`src/rtl/core_isa_pkg.sv`:
```
// Shared ISA constants, opcode encodings and fetch FSM state type for the
// 14-bit core.
package core_isa_pkg;

    localparam int PC_W    = 11;
    localparam int IW      = 14;
    localparam int STACK_D = 8;

    // Control-transfer encodings.
    localparam logic [2:0]    OP_GOTO   = 3'b101;   // ir[13:11]
    localparam logic [2:0]    OP_CALL   = 3'b100;   // ir[13:11]
    localparam logic [IW-1:0] OP_RETURN = 14'h0008;
    localparam logic [IW-1:0] OP_RETFIE = 14'h0009;
    localparam logic [3:0]    OP_RETLW  = 4'b1101;  // ir[13:10]
    localparam logic [IW-1:0] NOP       = 14'h0000;

    typedef enum logic [1:0] {
        BOOT   = 2'd0,
        RUN    = 2'd1,
        BUBBLE = 2'd2
    } fetch_state_e;

    // True for any instruction that pops the call stack.
    function automatic logic is_return(input logic [IW-1:0] w);
        return (w == OP_RETURN) || (w == OP_RETFIE) || (w[IW-1 -: 4] == OP_RETLW);
    endfunction

endpackage

```
`src/rtl/call_stack.sv`:
```
// Circular return-address stack. A push onto a full stack overwrites the
// oldest entry; a pop from an empty stack still returns the entry at ptr-1.
// Both cases raise sticky flags that only reset clears.
module call_stack
    import core_isa_pkg::*;
#(
    parameter int W     = 11,
    parameter int DEPTH = 8
) (
    input  logic         clk,
    input  logic         rst_n,
    input  logic         push,
    input  logic         pop,
    input  logic [W-1:0] push_data,
    output logic [W-1:0] top,
    output logic         ovf,
    output logic         unf
);

    localparam int PW = $clog2(DEPTH);
    localparam int CW = PW + 1;

    logic [W-1:0]  mem [DEPTH];
    logic [PW-1:0] ptr;      // next free slot
    logic [CW-1:0] count;    // live entries, saturates at DEPTH and 0

    assign top = mem[ptr - PW'(1)];

    // Entry storage: written on push only, contents need no reset.
    always_ff @(posedge clk) begin
        if (push) begin
            mem[ptr] <= push_data;
        end
    end

    // Pointer, occupancy and sticky error flags.
    always_ff @(posedge clk or negedge rst_n) begin
        if (!rst_n) begin
            ptr   <= '0;
            count <= '0;
            ovf   <= 1'b0;
            unf   <= 1'b0;
        end else if (push) begin
            ptr <= ptr + PW'(1);
            if (count == CW'(DEPTH)) begin
                ovf <= 1'b1;
            end else begin
                count <= count + CW'(1);
            end
        end else if (pop) begin
            ptr <= ptr - PW'(1);
            if (count == '0) begin
                unf <= 1'b1;
            end else begin
                count <= count - CW'(1);
            end
        end
    end

endmodule

```
`src/rtl/fetch_sequencer.sv`:
```
// Program counter, instruction register and control-transfer decode.
// The pc register addresses the ROM directly; the returned word is latched
// into ir_out. Any redirect inserts exactly one bubble while the target word
// is fetched.
module fetch_sequencer
    import core_isa_pkg::*;
#(
    parameter int PC_W    = core_isa_pkg::PC_W,
    parameter int IW      = core_isa_pkg::IW,
    parameter int STACK_D = core_isa_pkg::STACK_D
) (
    input  logic            clk,
    input  logic            rst_n,
    output logic [PC_W-1:0] rom_addr_out,
    input  logic [IW-1:0]   rom_data_in,
    output logic [IW-1:0]   ir_out,
    output logic            ir_valid,
    input  logic            stall_in,
    input  logic            skip_in,
    input  logic            pcl_we,
    input  logic [7:0]      pcl_data,
    input  logic [4:0]      pclath_in,
    output logic            stack_ovf,
    output logic            stack_unf,
    output fetch_state_e    state_dbg
);

    fetch_state_e    state, state_nx;
    logic [PC_W-1:0] pc, pc_nx;
    logic [IW-1:0]   ir_nx;
    logic            valid_nx;
    logic            push, pop;
    logic [PC_W-1:0] stack_top;
    logic            unused_pclath;

    // Only the low three PCLATH bits reach the 11-bit pc.
    assign unused_pclath = ^pclath_in[4:3];

    assign rom_addr_out = pc;
    assign state_dbg    = state;

    call_stack #(
        .W     (PC_W),
        .DEPTH (STACK_D)
    ) u_stack (
        .clk       (clk),
        .rst_n     (rst_n),
        .push      (push),
        .pop       (pop),
        .push_data (pc),
        .top       (stack_top),
        .ovf       (stack_ovf),
        .unf       (stack_unf)
    );

    // State, pc and instruction register; everything holds while stalled.
    always_ff @(posedge clk or negedge rst_n) begin
        if (!rst_n) begin
            state    <= BOOT;
            pc       <= '0;
            ir_out   <= NOP;
            ir_valid <= 1'b0;
        end else begin
            state    <= state_nx;
            pc       <= pc_nx;
            ir_out   <= ir_nx;
            ir_valid <= valid_nx;
        end
    end

    // Next-state and redirect decode. In RUN, pc already points one past
    // the instruction in ir_out, so it is the return address for CALL.
    always_comb begin
        state_nx = state;
        pc_nx    = pc;
        ir_nx    = ir_out;
        valid_nx = ir_valid;
        push     = 1'b0;
        pop      = 1'b0;
        if (!stall_in) begin
            case (state)
                BOOT, BUBBLE: begin
                    ir_nx    = rom_data_in;
                    valid_nx = 1'b1;
                    pc_nx    = pc + PC_W'(1);
                    state_nx = RUN;
                end
                RUN: begin
                    ir_nx    = rom_data_in;
                    valid_nx = 1'b1;
                    pc_nx    = pc + PC_W'(1);
                    if (pcl_we) begin
                        pc_nx    = PC_W'({pclath_in[2:0], pcl_data});
                        ir_nx    = NOP;
                        valid_nx = 1'b0;
                        state_nx = BUBBLE;
                    end else if (ir_valid && ir_out[IW-1 -: 3] == OP_GOTO) begin
                        pc_nx    = ir_out[PC_W-1:0];
                        ir_nx    = NOP;
                        valid_nx = 1'b0;
                        state_nx = BUBBLE;
                    end else if (ir_valid && ir_out[IW-1 -: 3] == OP_CALL) begin
                        push     = 1'b1;
                        pc_nx    = ir_out[PC_W-1:0];
                        ir_nx    = NOP;
                        valid_nx = 1'b0;
                        state_nx = BUBBLE;
                    end else if (ir_valid && is_return(ir_out)) begin
                        pop      = 1'b1;
                        pc_nx    = stack_top;
                        ir_nx    = NOP;
                        valid_nx = 1'b0;
                        state_nx = BUBBLE;
                    end else if (skip_in) begin
                        ir_nx    = NOP;
                        valid_nx = 1'b0;
                    end
                end
                default: state_nx = BOOT;
            endcase
        end
    end

endmodule

```
`config.mk`:
```
export PLATFORM = sky130hd
export DESIGN_NAME = fetch_sequencer
export DESIGN_NICKNAME = d
export VERILOG_FILES = /design/src/rtl/core_isa_pkg.sv /design/src/rtl/call_stack.sv /design/src/rtl/fetch_sequencer.sv
export SDC_FILE = /design/constraint.sdc
export NUM_CORES = 1
export LEC_CHECK = 0
export ABC_AREA = 1
export BUFFER_PORTS_ARGS = -buffer_cell sky130_fd_sc_hd__buf_2
export CORE_ASPECT_RATIO = 0.6
export CORE_MARGIN = 5
export CORE_UTILIZATION = 41
export CTS_BUF_LIST = sky130_fd_sc_hd__clkbuf_4 sky130_fd_sc_hd__clkbuf_8
export CTS_CLUSTER_DIAMETER = 30
export CTS_CLUSTER_SIZE = 40
export DETAILED_ROUTE_END_ITERATION = 10
export GPL_ROUTABILITY_DRIVEN = 1
export GPL_TIMING_DRIVEN = 0
export PLACE_DENSITY = 0.68
export SLEW_MARGIN = 20
export SYNTH_ARGS = -nofsm -noshare
export SYNTH_HDL_FRONTEND = slang
export SYNTH_SLANG_ARGS = --single-unit
```
`constraint.sdc`:
```
create_clock -name clk -period 5.2 [get_ports clk]
set_input_delay 1.04 -clock clk [delete_from_list [all_inputs] [get_ports clk]]
set_output_delay 1.04 -clock clk [all_outputs]
set_load 0.01 [all_outputs]
```
Yosys cells after proc, flatten, opt, wreduce, memory -nomap -nowiden
Memory sizes are Yosys's and may differ from the RTL's.
Index checks and enable logic that the tools add are counted.
- register bits: 37
- memory bits (writable): 88
- input bits: 32
- output and inout bits: 30
- logic and storage cells: 83
- memories kept: 1
- add/subtract/negate cells: 5
- eq/ne operators: 11
- mux-type cells: 41
- bitwise operators: 2
- reduce and logical (&&, ||, !) cells: 15
- memory list (name ; words ; bits a word ; rd ports ; clocked after memory_dff ; wr ports ; RTL line ; source):
    u_stack.mem ; 8 ; 11 ; 1 ; 0 ; 1 ; call_stack.sv:23 ; logic [W-1:0] mem [DEPTH];
- operators with widths (cell ; count):
    2-to-1 mux 14 bit ; 5
    2-to-1 mux 11 bit ; 4
    equality test 14 x 4 -> 1 bit (second input constant) ; 2
    case mux 14 bit (2 select lines) ; 1
    case mux 11 bit (2 select lines) ; 1
    2-to-1 mux 1 bit ; 18
    2-to-1 mux 4 bit ; 4
    adder 11 x 1 -> 11 bit (second input constant) ; 1
    equality test 4 bit (second input constant) ; 2
    2-to-1 mux 2 bit ; 4
    equality test 3 bit (second input constant) ; 2
    2-to-1 mux 3 bit ; 2
    AND reduction 2 bit ; 3
    AND reduction 3 bit ; 2
    != test 5 bit (second input constant) ; 1
    adder 4 x 1 -> 4 bit (second input constant) ; 1
    logical NOT 4 bit ; 1
    != test 2 bit (second input constant) ; 2
    case mux 2 bit (2 select lines) ; 1
    nonzero test 2 bit ; 2
    subtractor 4 x 1 -> 4 bit (second input constant) ; 1
    adder 3 x 1 -> 3 bit (second input constant) ; 1
    logical AND 1 bit ; 3
    subtractor 3 x 1 -> 3 bit (second input constant) ; 1
    other kinds (7) ; 9

Logic depth before layout (Yosys ltp)
Gate-level depths: netlist (run 1).
- depth in word-level cells: 12
- mapped depth: 17
- gate-level depth less buffers: 14

Cells and area by module
A second synthesis (run 1) with hierarchy kept.
- cell total of the unflattened synthesis: 656
- area, all modules: 6117.1 sq um
- by module, submodules not included (module ; times used ; cells an instance ; area each (sq um) ; seq. area each (sq um)):
    call_stack ; 1 ; 376 ; 4140.2 ; 2867.8
    fetch_sequencer ; 1 ; 280 ; 1976.9 ; 700.7

Worst setup path after synthesis (run 1)
Ideal clock, no wire load.
- kind: input to register
- start point: input port stall_in
- end point: memory u_stack.mem[0][0], enable pin
- library setup time: 0.393 ns
- arrival time: 2.345 ns
- data required time: 4.807 ns
- slack: 2.462 ns
- stages: 5
- buffers on the path: 0
- cells stage by stage: nor2_2 > nand2_4 > clkinv_2 > nand2_1 > nor3_1
- word-level cells in the longest chain between the ends: 3
- RTL lines (element ; RTL line ; source):
    start: declaration ; fetch_sequencer.sv:18 ; input logic stall_in,
    2-to-1 mux 1 bit ; fetch_sequencer.sv:80 ; if (!stall_in) begin
    2-to-1 mux 1 bit ; call_stack.sv:31 ; if (push) begin
    2-to-1 mux 1 bit (not written as such) ; call_stack.sv:32 ; mem[ptr] <= push_data;
    end: declaration ; call_stack.sv:23 ;
Every way passes these cells.

Worst setup path in the final report (run 1)
- start point: register u_stack.ptr[0]
- end point: register pc[4], in the netlist rom_addr_out[4]
- word-level cells in the longest chain between the ends: 7
- RTL lines (element ; RTL line ; source):
    start: declaration ; call_stack.sv:24 ; logic [PW-1:0] ptr;
    start signal: assignment ; call_stack.sv:44 ; ptr <= ptr + PW'(1);
    start signal: assignment ; call_stack.sv:51 ; ptr <= ptr - PW'(1);
    subtractor 3 x 1 -> 3 bit ; call_stack.sv:27 ; assign top = mem[ptr - PW'(1)];
    memory (8 x 11 bit) ; n/a ;
    2-to-1 mux 11 bit ; fetch_sequencer.sv:108 ; end else if (ir_valid && is_return(ir_out)) begin
    2-to-1 mux 11 bit ; fetch_sequencer.sv:102 ; end else if (ir_valid && ir_out[IW-1 -: 3] == OP_CALL) begin
    2-to-1 mux 11 bit ; fetch_sequencer.sv:97 ; end else if (ir_valid && ir_out[IW-1 -: 3] == OP_GOTO) begin
    2-to-1 mux 11 bit ; fetch_sequencer.sv:92 ; if (pcl_we) begin
    case mux 11 bit (2 select lines) ; fetch_sequencer.sv:81 ; case (state)
    end signal: assignment ; fetch_sequencer.sv:65 ; pc <= pc_nx;
    end: declaration ; fetch_sequencer.sv:29 ; logic [PC_W-1:0] pc, pc_nx;
Every way passes these cells.
A chain may end at the register's enable or synchronous reset.

==> run_results.csv, run 1 <==
group,metric,value,unit
status,status,"finished, final reports clean",
synthesis,yosys_warnings,0,
power,vdd.ir_drop.worst,0.250,mV
layout,syn_to_final_growth,16.6,%
placed_design,place_congestion,0.932,
synthesis,ys_seq_area_share,58.2,%
critical_path,r2r_start,"u_stack.ptr[0]",
synthesis,yosys.area_share.simple,27.2,%
clock_network,clk_pin_slew,0.07,ns
clock_network,cts_tree,"yes",
global_route,grt_pass1_vias,4556,
critical_path,cp.arrival,3.01,ns
synthesis,synth-edff-count,88,
global_route,grt_pass1_wl,25000,µm
sta,fin_setup_tns,0,ns
run,cap_violations,0,
floorplanning,io_pins,62,
power,p_leak,3.26,nW
routing,drt.antenna.violating_nets,0,
global_route,antenna_found_initial,0,
critical_path,crit_path_start,"u_stack.ptr[0]",
layout,finalNetCount,796,
power,p_per_area,566,nW/µm²
synthesis,synth_compound_area_share,5.20,%
floorplanning,fp-row-count,34,
clock_network,htreeDepth,4,
synthesis,synthTopCellsByArea,"edfxtp_1, dfrtp_1, nand2_1",
critical_path,critPathMaxFanout,10,
clock_network,max-clock-path-buffers,2,
floorplanning,start_util,42.0,%
global_route,grt_max_degree,38,
synthesis,yosysUniqueCellTypes,37,
sta,fin_crit_sh,51.5,%
synthesis,yosysMostFrequentCell,"nand2_1",
synthesis,synth_xor_xnor_area_share,1.69,%
critical_path,reg2reg_depth,17,
synthesis,async_flop_share,29.6,%
sta,max_freq,0.374,GHz
synthesis,yosysTopAreaCell,"edfxtp_1",
critical_path,r2r_slack,2.52,ns
routing,drt_iter0_drc,441,
routing,route.detailed.drc,0,
critical_path,r2r-end,"rom_addr_out[4]",
routing,wire_per_inst,16.3,µm
synthesis,synth_top_area_share,43.1,%
clock_network,cts_setup_buffers,0,
routing,vias,4957,
hold_path,holdPathStages,2,
clock_network,cts-root-buf,"clkbuf_8",
sta,fin_crit,2.68,ns
sta,slew_headroom,39.2,%
hold_path,hold_start,"u_stack.ovf",
routing,drt_first_pass_iters,6,
floorplanning,die_width,168,µm
routing,wl_met2,6380,µm
synthesis,synth_top_family_by_area,"simple AND/OR/NAND/NOR gates",
synthesis,syn_area,6130,µm²
critical_path,cp-start-kind,"flop",
sta,finalSetupViolations,0,
synthesis,synth_fa_ha_area_share,1.35,%
sta,rsz0062_at_grt,"no",
floorplanning,dieArea,17600,µm²
synthesis,synth_cells,672,
clock_network,cts_sinks,125,
synthesis,dominantRegCellSynth,"edfxtp_1",
placed_design,io_buffers,59,
routing,wirelength,15800,µm
floorplanning,fp.coreArea,14600,µm²
critical_path,end_kind,"flop",
routing,top_layer,"met4",
hold_path,whs_endpoint,"u_stack.ovf",
clock_network,ctsHoldBuffers,0,
hold_path,hp-class,"flop to flop",
layout,regArea,3570,µm²
layout,final_core_util,49.0,%
clock_network,clk_latency,0.44,ns
layout,diodes,0,
routing,drt-vias-per-instance,5.12,
synthesis,synthMuxAreaShare,0,%
critical_path,cp.required,5.54,ns
global_route,grt_overflow,0,
layout,multi_input_comb_area,2210,µm²
sta,fin_skew,0.0115,ns
clock_network,post_cts_resized,0,
layout,drive_above_1_share,21.1,%
critical_path,crit_type,"flop to flop",
clock_network,cts_made_buffers,17,
floorplanning,die_h,105,µm
synthesis,syn_nets,710,
routing,met1_length,7920,µm
placed_design,dpl.hpwl,11600,µm
sta,worst_pin_slew,0.912,ns
synthesis,synthTopCellsByCount,"nand2_1, edfxtp_1, nand3_1",
global_route,grt_use_total,18.3,%
synthesis,avgSynthCellArea,9.13,µm²
routing,dr_wl_met3,1400,µm
synthesis,synth_seq_cells,125,
sta,maxSlewViolCount,0,
sta,hold_viol,0,
layout,fillers,1392,
## kinds of logic after synthesis
logic type | Yosys count
simple gates | 385
buf+inv | 88
fa+ha+maj | 6
compound gates | 57
xor+xnor | 11
flops | 125
## how the worst max path moves through the flow
stage                         to  cells past startpoint
3_5_place_dp   u_stack.mem[0][1]                      7
5_1_grt          rom_addr_out[8]                     17
2_1_floorplan  u_stack.mem[0][0]                      5
4_1_cts          rom_addr_out[4]                     17
3_3_place_gp   u_stack.mem[0][1]                      6
6_report         rom_addr_out[4]                     17
## layout by cell type, fill, tap and decap left out, types with 5 or more instances in the layout
cell type  synthesis  layout
nand2_1          246     246
edfxtp_1          88      88
nand3_1           80      80
buf_2             15      74
inv_1             53      53
dfrtp_1           37      37
o21ai_0           30      30
nor2_1            22      22
clkbuf_8           0      17
buf_6              3       9
a21oi_1            9       9
o21ai_1            9       9
or2_2              9       9
clkinv_2           2       8
nor3_2             0       8
buf_4              5       7
clkbuf_4           0       6
nand2_2            5       5
xor2_1             5       5
xnor2_1            5       5
ha_1               5       5
## registers in the layout (all words and copies together) (netlist names)
name / cells
ir_valid: 1
state_dbg: 2
rom_addr_out: 11
u_stack.unf: 1
u_stack.count: 4
u_stack.mem: 88
u_stack.ptr: 3
u_stack.ovf: 1
ir_out: 14
## stage by stage
stage	hold slack (ns)	instance area (µm²)	power (W)	std cells	worst slack, ns
floorplan	0.470	6130	0.00265	672	2.46
global placement	0.454	6680	0.00323	929	1.48
detailed placement	0.453	6800	0.00327	937	2.37
CTS	0.472	7150	0.00405	969	2.58
global route	0.496	7150	0.00436	969	2.38
finish	0.468	7150	0.00405	969	2.52
## power by group
group | switching (W) | total [W] | internal, W
Combinational | 0.00115 | 0.00173 | 0.000581
Sequential | 0.000249 | 0.00154 | 0.00129
Clock | 0.000380 | 0.000783 | 0.000403
Total | 0.00178 | 0.00405 | 0.00227
## cell type report
type | count | share of cell area (%)
clock buffer | 23 | 3.90
sequential | 125 | 49.9
clock inverter | 9 | 1.05
buffer | 29 | 2.36
tap | 198 | 3.46
timing repair buffer | 67 | 5.28
multi-input combinational | 459 | 30.9
inverter | 59 | 3.13
## routing by layer
metal / vias up / track usage (%)
met5: - / 0
met4: 0 / 4.52
met3: 14 / 4.64
met2: 208 / 24.4
met1: 2358 / 29.4
li1: 2377 / -
## critical path, cell delays in order, from the launching register on
cell     delay [ns]
dfrtp_1        0.45
inv_2          0.16
buf_2          0.28
ha_1           0.27
buf_2          0.17
inv_1          0.12
buf_2          0.27
nand3_1        0.12
nand2_1        0.12
nand2_1        0.06
nand2_1        0.09
nand3_1        0.08
nand3_1        0.09
nand2_1        0.07
nand2_1        0.06
nand2_1        0.05
nand2_1        0.07
nand2_1        0.04
No activity file was read; power rests on OpenSTA's default activity.
==> run 2, diff against run 1 <==
--- a/config.mk
+++ b/config.mk
@@ -16,7 +16,7 @@
 export DETAILED_ROUTE_END_ITERATION = 10
 export GPL_ROUTABILITY_DRIVEN = 1
 export GPL_TIMING_DRIVEN = 0
-export PLACE_DENSITY = 0.68
+export PLACE_DENSITY = 0.7
 export SLEW_MARGIN = 20
 export SYNTH_ARGS = -nofsm -noshare
 export SYNTH_HDL_FRONTEND = slang
==> constraint.sdc (replaced) <==
create_clock -name clk -period 2.17 [get_ports clk]
set_input_delay 0.434 -clock clk [delete_from_list [all_inputs] [get_ports clk]]
set_output_delay 0.434 -clock clk [all_outputs]
set_load 0.01 [all_outputs]
==> run_results.csv, run 2 (synthesized netlist as in run 1, its figures left out) <==
group,metric,value,unit
global_route,grt_pass1_wl,25700,µm
hold_path,hp-class,"primary input to async pin",
floorplanning,io_pins,62,
global_route,grt_overflow,0,
critical_path,cp.arrival,2.42,ns
critical_path,crit_type,"flop to flop",
critical_path,cp-start-kind,"flop",
layout,layout_common_cells,"nand2_1, edfxtp_1, nand3_1, buf_2, inv_1",
routing,vias,5023,
critical_path,critPathMaxFanout,10,
global_route,antenna_found_initial,0,
layout,diodes,0,
critical_path,end_kind,"flop",
clock_network,htreeDepth,4,
routing,wirelength,16300,µm
layout,finalNetCount,817,
placed_design,io_buffers,59,
sta,hold_viol,0,
layout,largest_register,"u_stack.mem",
clock_network,ctsHoldBuffers,0,
clock_network,max-clock-path-buffers,2,
placed_design,dp.cells,937,
placed_design,place_congestion,0.897,
power,vdd.ir_drop.worst,0.745,mV
power,report.power.total,0.0104,W
sta,finalSetupViolations,0,
sta,fin_skew,0.0167,ns
layout,final_cells,990,
layout,layout_commonest_cell,"nand2_1",
sta,fin_crit_sh,96.3,%
routing,drt-vias-per-instance,5.07,
clock_network,clk_pin_slew,0.09,ns
critical_path,max_stage_delay,0.46,ns
routing,wire_per_inst,16.5,µm
routing,drt_first_pass_iters,7,
sta,maxSlewViolCount,0,
clock_network,cts-root-buf,"clkbuf_8",
routing,drt_iter0_drc,500,
layout,fin_area,7470,µm²
clock_network,cts_tree,"yes",
global_route,grt_use_total,18.7,%
sta,whs,0.0995,ns
sta,fin_setup_tns,0,ns
placed_design,dpl.hpwl,11200,µm
power,p_leak,3.41,nW
layout,drive_above_1_share,24.9,%
floorplanning,fp-row-count,34,
sta,worst_pin_slew,0.890,ns
layout,largest_reg_flops,88,
sta,fin_crit,2.09,ns
routing,drt.antenna.violating_nets,0,
floorplanning,fp.coreArea,14600,µm²
clock_network,cts_made_buffers,17,
floorplanning,die_width,168,µm
status,status,"finished, final reports clean",
critical_path,cp_common_cell,"nand2_1",
sta,max_freq,0.479,GHz
floorplanning,die_h,105,µm
critical_path,crit_slowest_cell,"dfrtp_2",
global_route,grt_pass1_vias,4509,
routing,route.detailed.drc,0,
critical_path,cp.required,2.50,ns
sta,slew_headroom,40.6,%
floorplanning,start_util,42.0,%
floorplanning,dieArea,17600,µm²
critical_path,path_cells,"inv_8, ha_1, buf_4, buf_4, nand3_1, nand2_1, nand2_1, nand2_1, nand3_1, nand3_1, nand2_1, nand2_1, nand2_1, nand2_1, nand2_1",
clock_network,cts_sinks,125,
run,cap_violations,0,
power,p_per_area,1390,nW/µm²
global_route,grt_max_degree,38,
placed_design,placed_area,6780,µm²
layout,syn_to_final_growth,21.8,%
clock_network,clk_latency,0.45,ns
run 2: layout make-up:
| type | instances | area, µm² |
|---|---|---|
| clock inverters | 15 | 145 |
| flip-flops and latches | 125 | 3580 |
| repair buffers | 89 | 538 |
| inverters | 59 | 240 |
| clock buffers | 17 | 234 |
| fillers | 1321 | 7130 |
| multi-input cells | 459 | 2280 |
| well taps | 198 | 248 |
| plain buffers | 28 | 200 |
run 2: final timing paths:
| path | slack (ns) | from | end | cells after the start |
|---|---|---|---|---|
| max | 0.08 | u_stack.ptr[0] | rom_addr_out[4] | 15 |
| min reg2reg | 0.46 | u_stack.ovf | u_stack.ovf | 2 |
| max in group asynchronous | 1.44 | rst_n | rom_addr_out[4] | 1 |
| max reg2reg | 0.08 | u_stack.ptr[0] | rom_addr_out[4] | 15 |
| min | 0.1 | rst_n | u_stack.ovf | 1 |
| min in group clk | 0.22 | rom_data_in[6] | ir_out[6] | 3 |
run 2: timing repair:
| action | in CTS | in global routing |
|---|---|---|
| pin swaps | 6 | 3 |
| cloned | 0 | 1 |
| gates resized for setup | 23 | 19 |
| buffers inserted | 9 | 12 |
| hold endpoints to repair | 0 | 0 |
| endpoints found under the setup margin | 81 | 64 |
run 2: power breakdown:
group	switching (W)	total [W]	internal [W]
logic	0.00296	0.00468	0.00172
clock network	0.00112	0.00197	0.000854
registers	0.000620	0.00372	0.00310
total	0.00470	0.0104	0.00567
run 2: per-layer routing:
layer  GRT usage [%]  wire, µm
met5               0         0
met4            4.23       110
met3            5.17      1610
met2            24.3      6480
met1            30.6      8110
run 2: critical path, delay by kind of cell, from the launching register on:
family                   cells  cell delay (ns)
adder cells (fa/ha/maj)      1             0.28
buffers and inverters        3             0.46
flip-flops                   1             0.46
AND/OR/NAND/NOR             11             0.74
run 2: stage by stage:
stage / utilization, % / setup slack [ns]
floorplan: - / -0.203
global placement: 45.7 / -1.07
detailed placement: 46.4 / -0.436
CTS: 50.0 / 0.0150
global route: 51.2 / -0.0372
finish: 51.2 / 0.0802
==> run 3, diff against run 2 <==
--- a/config.mk
+++ b/config.mk
@@ -10,13 +10,13 @@
 export CORE_ASPECT_RATIO = 0.6
 export CORE_MARGIN = 5
 export CORE_UTILIZATION = 41
-export CTS_BUF_LIST = sky130_fd_sc_hd__clkbuf_4 sky130_fd_sc_hd__clkbuf_8
+export CTS_BUF_LIST = sky130_fd_sc_hd__clkbuf_8
 export CTS_CLUSTER_DIAMETER = 30
 export CTS_CLUSTER_SIZE = 40
 export DETAILED_ROUTE_END_ITERATION = 10
 export GPL_ROUTABILITY_DRIVEN = 1
 export GPL_TIMING_DRIVEN = 0
-export PLACE_DENSITY = 0.7
+export PLACE_DENSITY = 0.68
 export SLEW_MARGIN = 20
 export SYNTH_ARGS = -nofsm -noshare
 export SYNTH_HDL_FRONTEND = slang
==> constraint.sdc (replaced) <==
create_clock -name clk -period 2.6 [get_ports clk]
set_input_delay 0.52 -clock clk [delete_from_list [all_inputs] [get_ports clk]]
set_output_delay 0.52 -clock clk [all_outputs]
set_load 0.01 [all_outputs]
==> run_results.csv, run 3 (synthesized netlist as in run 1, its figures left out) <==
group,metric,value,unit
floorplanning,io_pins,62,
critical_path,r2r-end,"rom_addr_out[4]",
routing,wire_per_inst,16.3,µm
sta,fin_skew,0.0129,ns
placed_design,place_congestion,0.932,
layout,layout_commonest_cell,"nand2_1",
critical_path,max_stage_delay,0.48,ns
layout,largest_reg_flops,88,
placed_design,placed_area,6800,µm²
critical_path,cp.arrival,2.88,ns
critical_path,path_cells,"inv_1, ha_1, buf_2, inv_1, buf_2, nand3_1, nand2_1, nand2_1, nand2_1, nand3_1, nand3_1, nand2_1, nand2_1, nand2_1, nand2_1, nand2_1",
global_route,grt_use_total,18.3,%
routing,vias,4934,
status,status,"finished, final reports clean",
sta,fin_crit,2.54,ns
floorplanning,fp-row-count,34,
critical_path,crit_slowest_cell,"dfrtp_2",
sta,hold_viol,0,
floorplanning,die_width,168,µm
critical_path,r2r_start,"u_stack.ptr[1]",
layout,finalNetCount,795,
floorplanning,fp.coreArea,14600,µm²
routing,drt.antenna.violating_nets,0,
placed_design,dpl.hpwl,11600,µm
clock_network,cts_sinks,125,
critical_path,crit_type,"flop to flop",
sta,slew_headroom,40.1,%
layout,regArea,3570,µm²
sta,fin_crit_sh,97.9,%
sta,finalSetupViolations,0,
clock_network,cts_tree,"yes",
global_route,antenna_found_initial,0,
routing,drt_first_pass_iters,6,
power,p_leak,3.27,nW
layout,largest_register,"u_stack.mem",
clock_network,clk_pin_slew,0.07,ns
sta,rsz0062_at_grt,"yes",
routing,wirelength,15800,µm
power,vdd.ir_drop.worst,0.476,mV
power,p_per_area,1120,nW/µm²
floorplanning,die_h,105,µm
hold_path,hp-class,"primary input to async pin",
clock_network,max-clock-path-buffers,2,
layout,fillers,1392,
layout,layout_common_cells,"nand2_1, edfxtp_1, nand3_1, buf_2, inv_1",
layout,syn_to_final_growth,16.5,%
routing,drt_iter0_drc,512,
critical_path,critPathMaxFanout,10,
routing,route.detailed.drc,0,
floorplanning,start_util,42.0,%
routing,drt-vias-per-instance,5.10,
global_route,grt_pass1_wl,25100,µm
layout,drive_above_1_share,20.4,%
placed_design,io_buffers,59,
floorplanning,dieArea,17600,µm²
critical_path,cp-start-kind,"flop",
sta,max_freq,0.393,GHz
run,cap_violations,0,
clock_network,cts-root-buf,"clkbuf_8",
global_route,grt_pass1_vias,4562,
clock_network,htreeDepth,4,
critical_path,cp_common_cell,"nand2_1",
layout,multi_input_comb_area,2220,µm²
sta,worst_pin_slew,0.898,ns
layout,fin_area,7140,µm²
critical_path,reg2reg_depth,16,
clock_network,clk_latency,0.45,ns
critical_path,cp.required,2.94,ns
critical_path,end_kind,"flop",
clock_network,cts_made_buffers,17,
critical_path,r2r_slack,0.06,ns
global_route,grt_overflow,0,
global_route,grt_max_degree,38,
layout,diodes,0,
sta,maxSlewViolCount,0,
power,report.power.total,0.00802,W
-- run 3: changes by cell type in the layout (fill, tap and decap cells not counted), sizes merged --
cell / delta
inv: -4
buf: -22
bufinv: +1
clkinv: +3
-- run 3: per-layer routing --
metal,vias up,track usage [%],part of all wire (%),wire [µm]
li1,2377,-,-,-
met1,2368,29.3,51,8030
met2,175,24.5,40,6370
met3,14,4.64,7.7,1220
met4,0,4.52,0.89,141
met5,-,0,0,0
-- run 3: worst max-delay path by stage --
stage / startpoint / to / slack (ns) / cells past startpoint
after floorplan: ir_out[11] / u_stack.mem[0][0] / 0.23 / 7
after global placement: state_dbg[0] / u_stack.mem[0][1] / -0.78 / 6
after detailed placement: u_stack.ptr[0] / rom_addr_out[4] / -0.005 / 17
after CTS: state_dbg[0] / u_stack.mem[0][3] / 0.1 / 7
after global routing: u_stack.ptr[1] / rom_addr_out[5] / -0.03 / 16
final: u_stack.ptr[1] / rom_addr_out[4] / 0.06 / 16
-- run 3: area by class of cell --
| class | instances | share of cell area, % |
|---|---|---|
| Buffer | 28 | 2.33 |
| Clock buffer | 17 | 3.28 |
| Clock inverter | 15 | 1.37 |
| Inverter | 59 | 3.17 |
| Multi-Input combinational cell | 459 | 31.1 |
| Sequential cell | 125 | 50.0 |
| Tap cell | 198 | 3.47 |
| Timing Repair Buffer | 67 | 5.29 |
-- run 3: stage by stage --
| stage | hold slack (ns) | std cells | setup slack [ns] | TNS (ns) | utilization (%) |
|---|---|---|---|---|---|
| 3_3_place_gp | 0.454 | 929 | -0.782 | -55.77 | 45.7 |
| 2_1_floorplan | 0.224 | 672 | 0.227 | 0 | - |
| 3_5_place_dp | 0.453 | 937 | -0.00453 | -0.00453 | 46.6 |
| 5_1_grt | 0.251 | 968 | -0.0347 | -0.375 | 49.0 |
| 4_1_cts | 0.206 | 968 | 0.0968 | 0 | 48.8 |
| 6_report | 0.199 | 968 | 0.0551 | 0 | 49.0 |
-- run 3: critical path, delay by kind of cell, from the launching register on --
family	cells	cell delay [ns]
adders and majority gates	1	0.28
buffers and inverters	4	0.82
and+or+nand+nor	11	0.86
DFF	1	0.48
-- run 3: timing repair --
| item | in CTS | in global routing |
|---|---|---|
| endpoints found under the setup margin | 3 | 30 |
| resized for setup | 0 | 6 |
| pin swaps | 0 | 0 |
| buffers inserted | 0 | 0 |
| hold buffers | 0 | 0 |
-- run 3: where the power goes --
part | switching (W) | internal, W
Clock | 0.000762 | 0.000720
Sequential | 0.000501 | 0.00258
Combinational | 0.00229 | 0.00117
